**src/rtl/sensor_debounce_pkg.sv**
```systemverilog
// ---------------------------------------------------------------------------
// sensor_debounce_pkg
// Shared constants for the field-switch input conditioner.
//   N             : number of filtered inputs
//   IDX_*         : fixed bit positions of each switch inside raw_in/clean
//   TICK_DIV_DEF  : default clock cycles per sample tick
//   DEB_TICKS_DEF : default consecutive disagreeing ticks to accept a level
//   cnt_width()   : width of a per-bit debounce counter (never below 1)
// ---------------------------------------------------------------------------
package sensor_debounce_pkg;

   localparam int N = 6;

   localparam int IDX_L  = 0;
   localparam int IDX_M  = 1;
   localparam int IDX_H  = 2;
   localparam int IDX_US = 3;
   localparam int IDX_UA = 4;
   localparam int IDX_T  = 5;

   localparam int TICK_DIV_DEF  = 50000;
   localparam int DEB_TICKS_DEF = 20;

   typedef logic [N-1:0] sensor_vec_t;

   // The counter only has to reach DEB_TICKS-1. With DEB_TICKS=1 it never
   // leaves zero, but a zero-width vector is illegal, so keep one bit.
   function automatic int cnt_width(input int deb_ticks);
      return (deb_ticks > 1) ? $clog2(deb_ticks) : 1;
   endfunction

endpackage

```
**src/rtl/sensor_debounce_cell.sv**
```systemverilog
// ---------------------------------------------------------------------------
// debounce_cell
// Conditions one raw switch input: two-flop synchroniser, tick-sampled
// agreement counter, debounced level, one-cycle change strobe and a
// combinational glitch flag for the shared glitch counter.
//   clock   : system clock, rising edge
//   Rst     : asynchronous active-low reset
//   raw     : unsynchronised switch input
//   tick    : one-cycle sample enable from the shared divider
//   clean   : debounced level
//   changed : high for the single cycle in which clean shows a new value
//   glitch  : high on a tick that aborts a partly counted transition
// ---------------------------------------------------------------------------
module debounce_cell
   import sensor_debounce_pkg::*;
#(
   parameter int DEB_TICKS = DEB_TICKS_DEF
) (
   input  logic clock,
   input  logic Rst,
   input  logic raw,
   input  logic tick,
   output logic clean,
   output logic changed,
   output logic glitch
);

   localparam int CW = cnt_width(DEB_TICKS);
   localparam logic [CW-1:0] CNT_LAST = CW'(DEB_TICKS - 1);

   logic          sync_meta;
   logic          sync_q;
   logic [CW-1:0] cnt;
   logic [CW-1:0] cnt_next;
   logic          clean_next;
   logic          changed_next;

   // Two-flop synchroniser; sync_q is raw delayed by two cycles.
   always_ff @(posedge clock or negedge Rst) begin
      if (!Rst) begin
         sync_meta <= 1'b0;
         sync_q    <= 1'b0;
      end else begin
         sync_meta <= raw;
         sync_q    <= sync_meta;
      end
   end

   // Filter decision, only acted upon on tick cycles. Agreement with a
   // non-zero count means a transition was abandoned: that is a glitch.
   // The final disagreeing tick accepts the new level and fires the strobe.
   always_comb begin
      cnt_next     = cnt;
      clean_next   = clean;
      changed_next = 1'b0;
      glitch       = 1'b0;
      if (tick) begin
         if (sync_q == clean) begin
            if (cnt != '0) begin
               cnt_next = '0;
               glitch   = 1'b1;
            end
         end else if (cnt == CNT_LAST) begin
            clean_next   = sync_q;
            cnt_next     = '0;
            changed_next = 1'b1;
         end else begin
            cnt_next = cnt + 1'b1;
         end
      end
   end

   // State register for the counter, the clean level and the strobe.
   always_ff @(posedge clock or negedge Rst) begin
      if (!Rst) begin
         cnt     <= '0;
         clean   <= 1'b0;
         changed <= 1'b0;
      end else begin
         cnt     <= cnt_next;
         clean   <= clean_next;
         changed <= changed_next;
      end
   end

endmodule

```
**src/rtl/sensor_debounce.sv**
```systemverilog
// ---------------------------------------------------------------------------
// sensor_debounce
// Input conditioner for the irrigation controller's level probes (L, M, H)
// and soil/air/timer inputs (Us, Ua, T). Owns the shared sample-tick divider,
// one debounce_cell per input, the pooled saturating glitch counter and the
// tank-level consistency flag.
//   clock      : system clock, rising edge
//   Rst        : asynchronous active-low reset
//   raw_in     : unsynchronised switch inputs (bit map in the package)
//   clean      : debounced levels
//   changed    : one-cycle strobe per bit when clean flips
//   level_err  : registered (H & ~M) | (M & ~L) of clean
//   glitch_cnt : saturating count of aborted transitions, all bits pooled
// ---------------------------------------------------------------------------
module sensor_debounce
   import sensor_debounce_pkg::*;
#(
   parameter int TICK_DIV  = TICK_DIV_DEF,
   parameter int DEB_TICKS = DEB_TICKS_DEF
) (
   input  logic         clock,
   input  logic         Rst,
   input  logic [N-1:0] raw_in,
   output logic [N-1:0] clean,
   output logic [N-1:0] changed,
   output logic         level_err,
   output logic [7:0]   glitch_cnt
);

   localparam int DW = $clog2(TICK_DIV);
   localparam logic [DW-1:0] DIV_LAST = DW'(TICK_DIV - 1);

   logic [DW-1:0] div_cnt;
   logic          tick;
   sensor_vec_t   glitch;
   logic [3:0]    glitch_sum;
   logic [8:0]    glitch_total;
   logic [7:0]    glitch_next;

   // Free-running sample divider; all cells sample on the same cycle.
   always_ff @(posedge clock or negedge Rst) begin
      if (!Rst) begin
         div_cnt <= '0;
      end else if (div_cnt == DIV_LAST) begin
         div_cnt <= '0;
      end else begin
         div_cnt <= div_cnt + 1'b1;
      end
   end

   assign tick = (div_cnt == DIV_LAST);

   for (genvar i = 0; i < N; i++) begin : g_cell
      debounce_cell #(
         .DEB_TICKS (DEB_TICKS)
      ) u_cell (
         .clock   (clock),
         .Rst     (Rst),
         .raw     (raw_in[i]),
         .tick    (tick),
         .clean   (clean[i]),
         .changed (changed[i]),
         .glitch  (glitch[i])
      );
   end

   // Several bits can abort on the same tick, so add them all and clamp
   // the result at 255 instead of letting the counter wrap.
   always_comb begin
      glitch_sum = '0;
      for (int i = 0; i < N; i++) begin
         glitch_sum = glitch_sum + 4'(glitch[i]);
      end
      glitch_total = {1'b0, glitch_cnt} + 9'(glitch_sum);
      glitch_next  = (glitch_total > 9'd255) ? 8'hFF : glitch_total[7:0];
   end

   // Glitch counter and level consistency flag. A probe reading "wet" above
   // a "dry" probe is physically impossible; the flag only reports it.
   always_ff @(posedge clock or negedge Rst) begin
      if (!Rst) begin
         glitch_cnt <= 8'h00;
         level_err  <= 1'b0;
      end else begin
         glitch_cnt <= glitch_next;
         level_err  <= (clean[IDX_H] & ~clean[IDX_M]) |
                       (clean[IDX_M] & ~clean[IDX_L]);
      end
   end

endmodule

```
**config.mk**
```make
export PLATFORM = sky130hd
export DESIGN_NAME = sensor_debounce
export DESIGN_NICKNAME = d
export VERILOG_FILES = /design/src/rtl/sensor_debounce_pkg.sv /design/src/rtl/sensor_debounce_cell.sv /design/src/rtl/sensor_debounce.sv
export SDC_FILE = /design/constraint.sdc
export NUM_CORES = 1
export LEC_CHECK = 0
export CAP_MARGIN = 20
export CORE_UTILIZATION = 25
export DETAILED_ROUTE_END_ITERATION = 16
export GPL_ROUTABILITY_DRIVEN = 0
export PLACE_DENSITY = 0.43
export SLEW_MARGIN = 20
export SYNTH_ARGS = -nofsm -noshare
export SYNTH_HDL_FRONTEND = slang
export SYNTH_SLANG_ARGS = --single-unit
```
**constraint.sdc**
```tcl
create_clock -name clock -period 4.9 [get_ports clock]
set_input_delay 0.49 -clock clock [delete_from_list [all_inputs] [get_ports clock]]
set_output_delay 0.49 -clock clock [all_outputs]
set_load 0.01 [all_outputs]
```
==> flow_metrics.env <==
export IMPL_crit_type="register to register"
export IMPL_cts_root_buf="clkbuf_16"
export IMPL_hpwl_mm=5.51
export IMPL_netlist_area_um2=4030
export IMPL_status="complete, no violations"
export IMPL_syn_inst=388
export IMPL_drt_iter0_markers=116
export IMPL_fin_tns_setup_ns=0
export IMPL_drive_above_1_share_pct=7.23
export IMPL_clk_path_buf_depth=2
export IMPL_synth_seq_cells=79
export IMPL_worst_setup_path_end_kind="register"
export IMPL_die_h_um=129
export IMPL_die_area_um2=16600
export IMPL_synth_top_area_share_pct=49.1
export IMPL_reg2reg_from="g_cell[0].u_cell.cnt[0]"
export IMPL_synth_cell_types=42
export IMPL_antenna_found_initial=0
export IMPL_ir_drop_uv=131
export IMPL_start_util_pct=25.4
export IMPL_wl_per_cell_um=13.0
export IMPL_multi_input_area_um2=1830
export IMPL_max_cap_viol_count=0
export IMPL_clk_transition_reported_paths_ns=0.06
export IMPL_antenna_cells=0
export IMPL_yosysTopAreaCell="dfrtp_1"
export IMPL_viasPerCell=4.54
export IMPL_finalSetupViolations=0
export IMPL_skew_ns=0.00565
export IMPL_syn_num_nets=416
export IMPL_num_vias=2862
export IMPL_die_x_um=129
export IMPL_grt_pass1_wl_mm=14.1
export IMPL_detail_route_antenna_nets=0
export IMPL_grt_max_degree=57
export IMPL_first_pass_iters=4
export IMPL_clock_latency_ns=0.34
export IMPL_final_seq_area_um2=1980
export IMPL_first_global_vias=2830
export IMPL_async_flop_share_pct=100
export IMPL_fmax_mhz=261
export IMPL_io_buffers=28
export IMPL_hold_class="input pin to async pin"
export IMPL_critPathLaunch="g_cell[0].u_cell.cnt[0]"
export IMPL_post_cts_resize_count=0
export IMPL_cts_buffers=9
export IMPL_synth_ff_type="dfrtp_1"
export IMPL_required_ns=5.13
export IMPL_core_um2=15800
export IMPL_p_per_area_nw_per_um2=290
export IMPL_track_usage_pct=11.1
export IMPL_yosysSeqAreaShare_pct=49.1
export IMPL_cts_tree="yes"
export IMPL_critPathMaxFanout=6
export IMPL_hold_viol=0
export IMPL_cts_sinks=79
export IMPL_rsz0062_at_grt="no"
export IMPL_arrival_ns=4.07
export IMPL_io_pins=29
export IMPL_avgSynthCellArea_um2=10.4
export IMPL_finalCriticalPeriod_ns=3.83
export IMPL_relSlewSlack_pct=52.0
export IMPL_syn2layout_area_growth_pct=18.5
export IMPL_p_leak_nw=2.08
export IMPL_critPathLaunchType="register"
export IMPL_drt_total_wl_mm=8.18
export IMPL_htree_levels=3
export IMPL_nets=438
export IMPL_drcViolationCount=0
export IMPL_ys_warn_count=0
export IMPL_row_count=46
export IMPL_gr_total_overflow=0
export IMPL_finalCritPeriodShare_pct=78.3
export IMPL_worst_slew_pin_slew_ns=0.720
export IMPL_fillers=1660
export IMPL_finalPower_mw=1.39
export IMPL_slew_violations=0
export IMPL_cts_setup_buffers=0
export IMPL_synth_area_leaders="dfrtp_1 49%, ha_1 5.0%, xor2_1 3.3%"
export IMPL_synth_edf_count=0
export IMPL_hold_buffers=0
[state kept, by name, summed over array words and instances, names as in the netlist]
| register | cells |
|---|---|
| g_cell.u_cell.sync_q | 6 |
| g_cell.u_cell.changed | 6 |
| level_err | 1 |
| g_cell.u_cell.sync_meta | 6 |
| div_cnt | 16 |
| glitch_cnt | 8 |
| g_cell.u_cell.cnt | 30 |
| g_cell.u_cell.clean | 6 |
[cell type report]
type / instances / share of cell area (%)
Sequential cell: 79 / 41.4
Multi-Input combinational cell: 267 / 38.4
Timing Repair Buffer: 31 / 6.29
Clock buffer: 13 / 5.66
Tap cell: 216 / 5.66
Inverter: 22 / 1.73
Clock inverter: 3 / 0.839
[power by group]
part           total, mW  internal, mW  switching [mW]
Combinational     0.0293       0.00914          0.0201
Sequential         0.660         0.657         0.00299
Clock              0.697         0.435           0.262
[cell usage in the layout, fill, tap and decap left out, drive strengths merged, types with 9 or more instances in the layout]
master,instances
nor3,10
a31oi,14
dfrtp,79
and3,15
clkbuf,13
xnor2,11
clkdlybuf4s50,27
nor2,26
xor2,15
o21ai,25
inv,22
a21oi,9
nand2b,18
nand2,15
nand3,25
ha,16
[metrics by stage]
step | instance area, um^2 | setup WS, ns | utilization (%) | cells | hold slack, ns
final | 4770 | 1.07 | 30.2 | 631 | 0.0450
after global routing | 4770 | 0.820 | 30.2 | 631 | 0.0648
after CTS | 4770 | 1.04 | 30.2 | 631 | 0.0499
after detailed placement | 4460 | 1.07 | 28.2 | 615 | 0.338
after global placement | 4460 | 1.12 | 28.2 | 615 | 0.332
after floorplan | 4030 | 1.10 | - | 388 | 0.194
[cell families after synthesis]
group                      share of synthesized area, %
AOI/OAI and AO/OA                                  8.85
xor gates and xnor gates                           5.65
adders and majority gates                          6.96
buffers and inverters                              5.37
DFF                                                49.1
muxes                                              2.92
and+or+nand+nor                                    21.2
[final timing paths]
| check | slack (ns) | to | cells past startpoint |
|---|---|---|---|
| max | 1.07 | glitch_cnt[4] | 13 |
| min | 0.04 | div_cnt[11] | 1 |
| max reg2reg | 1.07 | glitch_cnt[4] | 13 |
| min reg2reg | 0.35 | g_cell[0].u_cell.sync_q | 0 |
| max in group asynchronous | 3.84 | glitch_cnt[3] | 2 |
| min in group clock | 0.35 | g_cell[0].u_cell.sync_q | 0 |
[critical path: stages, from the launching register on]
cell and delay, ns:
dfrtp_1 0.42, inv_1 0.07, ha_1 0.13, or4b_2 0.60
and3_1 0.21, fa_1 0.49, fa_1 0.58, fa_1 0.20
inv_1 0.06, fa_1 0.45, inv_1 0.07, a21o_1 0.19
and4b_1 0.22, nor2_1 0.04
[metal layers]
layer	track usage, %	up-vias	wire (um)
met5	0	-	0
met4	5.47	0	174
met3	3.12	11	378
met2	16.5	69	3560
met1	14.8	1379	4060
li1	-	1403	-
[synth_stat cells, drive strengths merged (2+ instances only)]
master and number:
xnor2 11, o22ai 6, buf 16, nand3 25
a21o 2, clkbuf 4, and4 5, nand2b 18
mux2 6, a21oi 9, ha 16, dfrtp 79
and4bb 2, or4 2, and2 5, nor4b 4
fa 4, and3 15, or3 5, nor2b 2
a31oi 14, o21ai 25, nor3 10, nand2 15
xor2 15, o31ai 4, inv 22, nor2 26
nand4 8, mux2i 5
(Power assumes the default switching activity.)
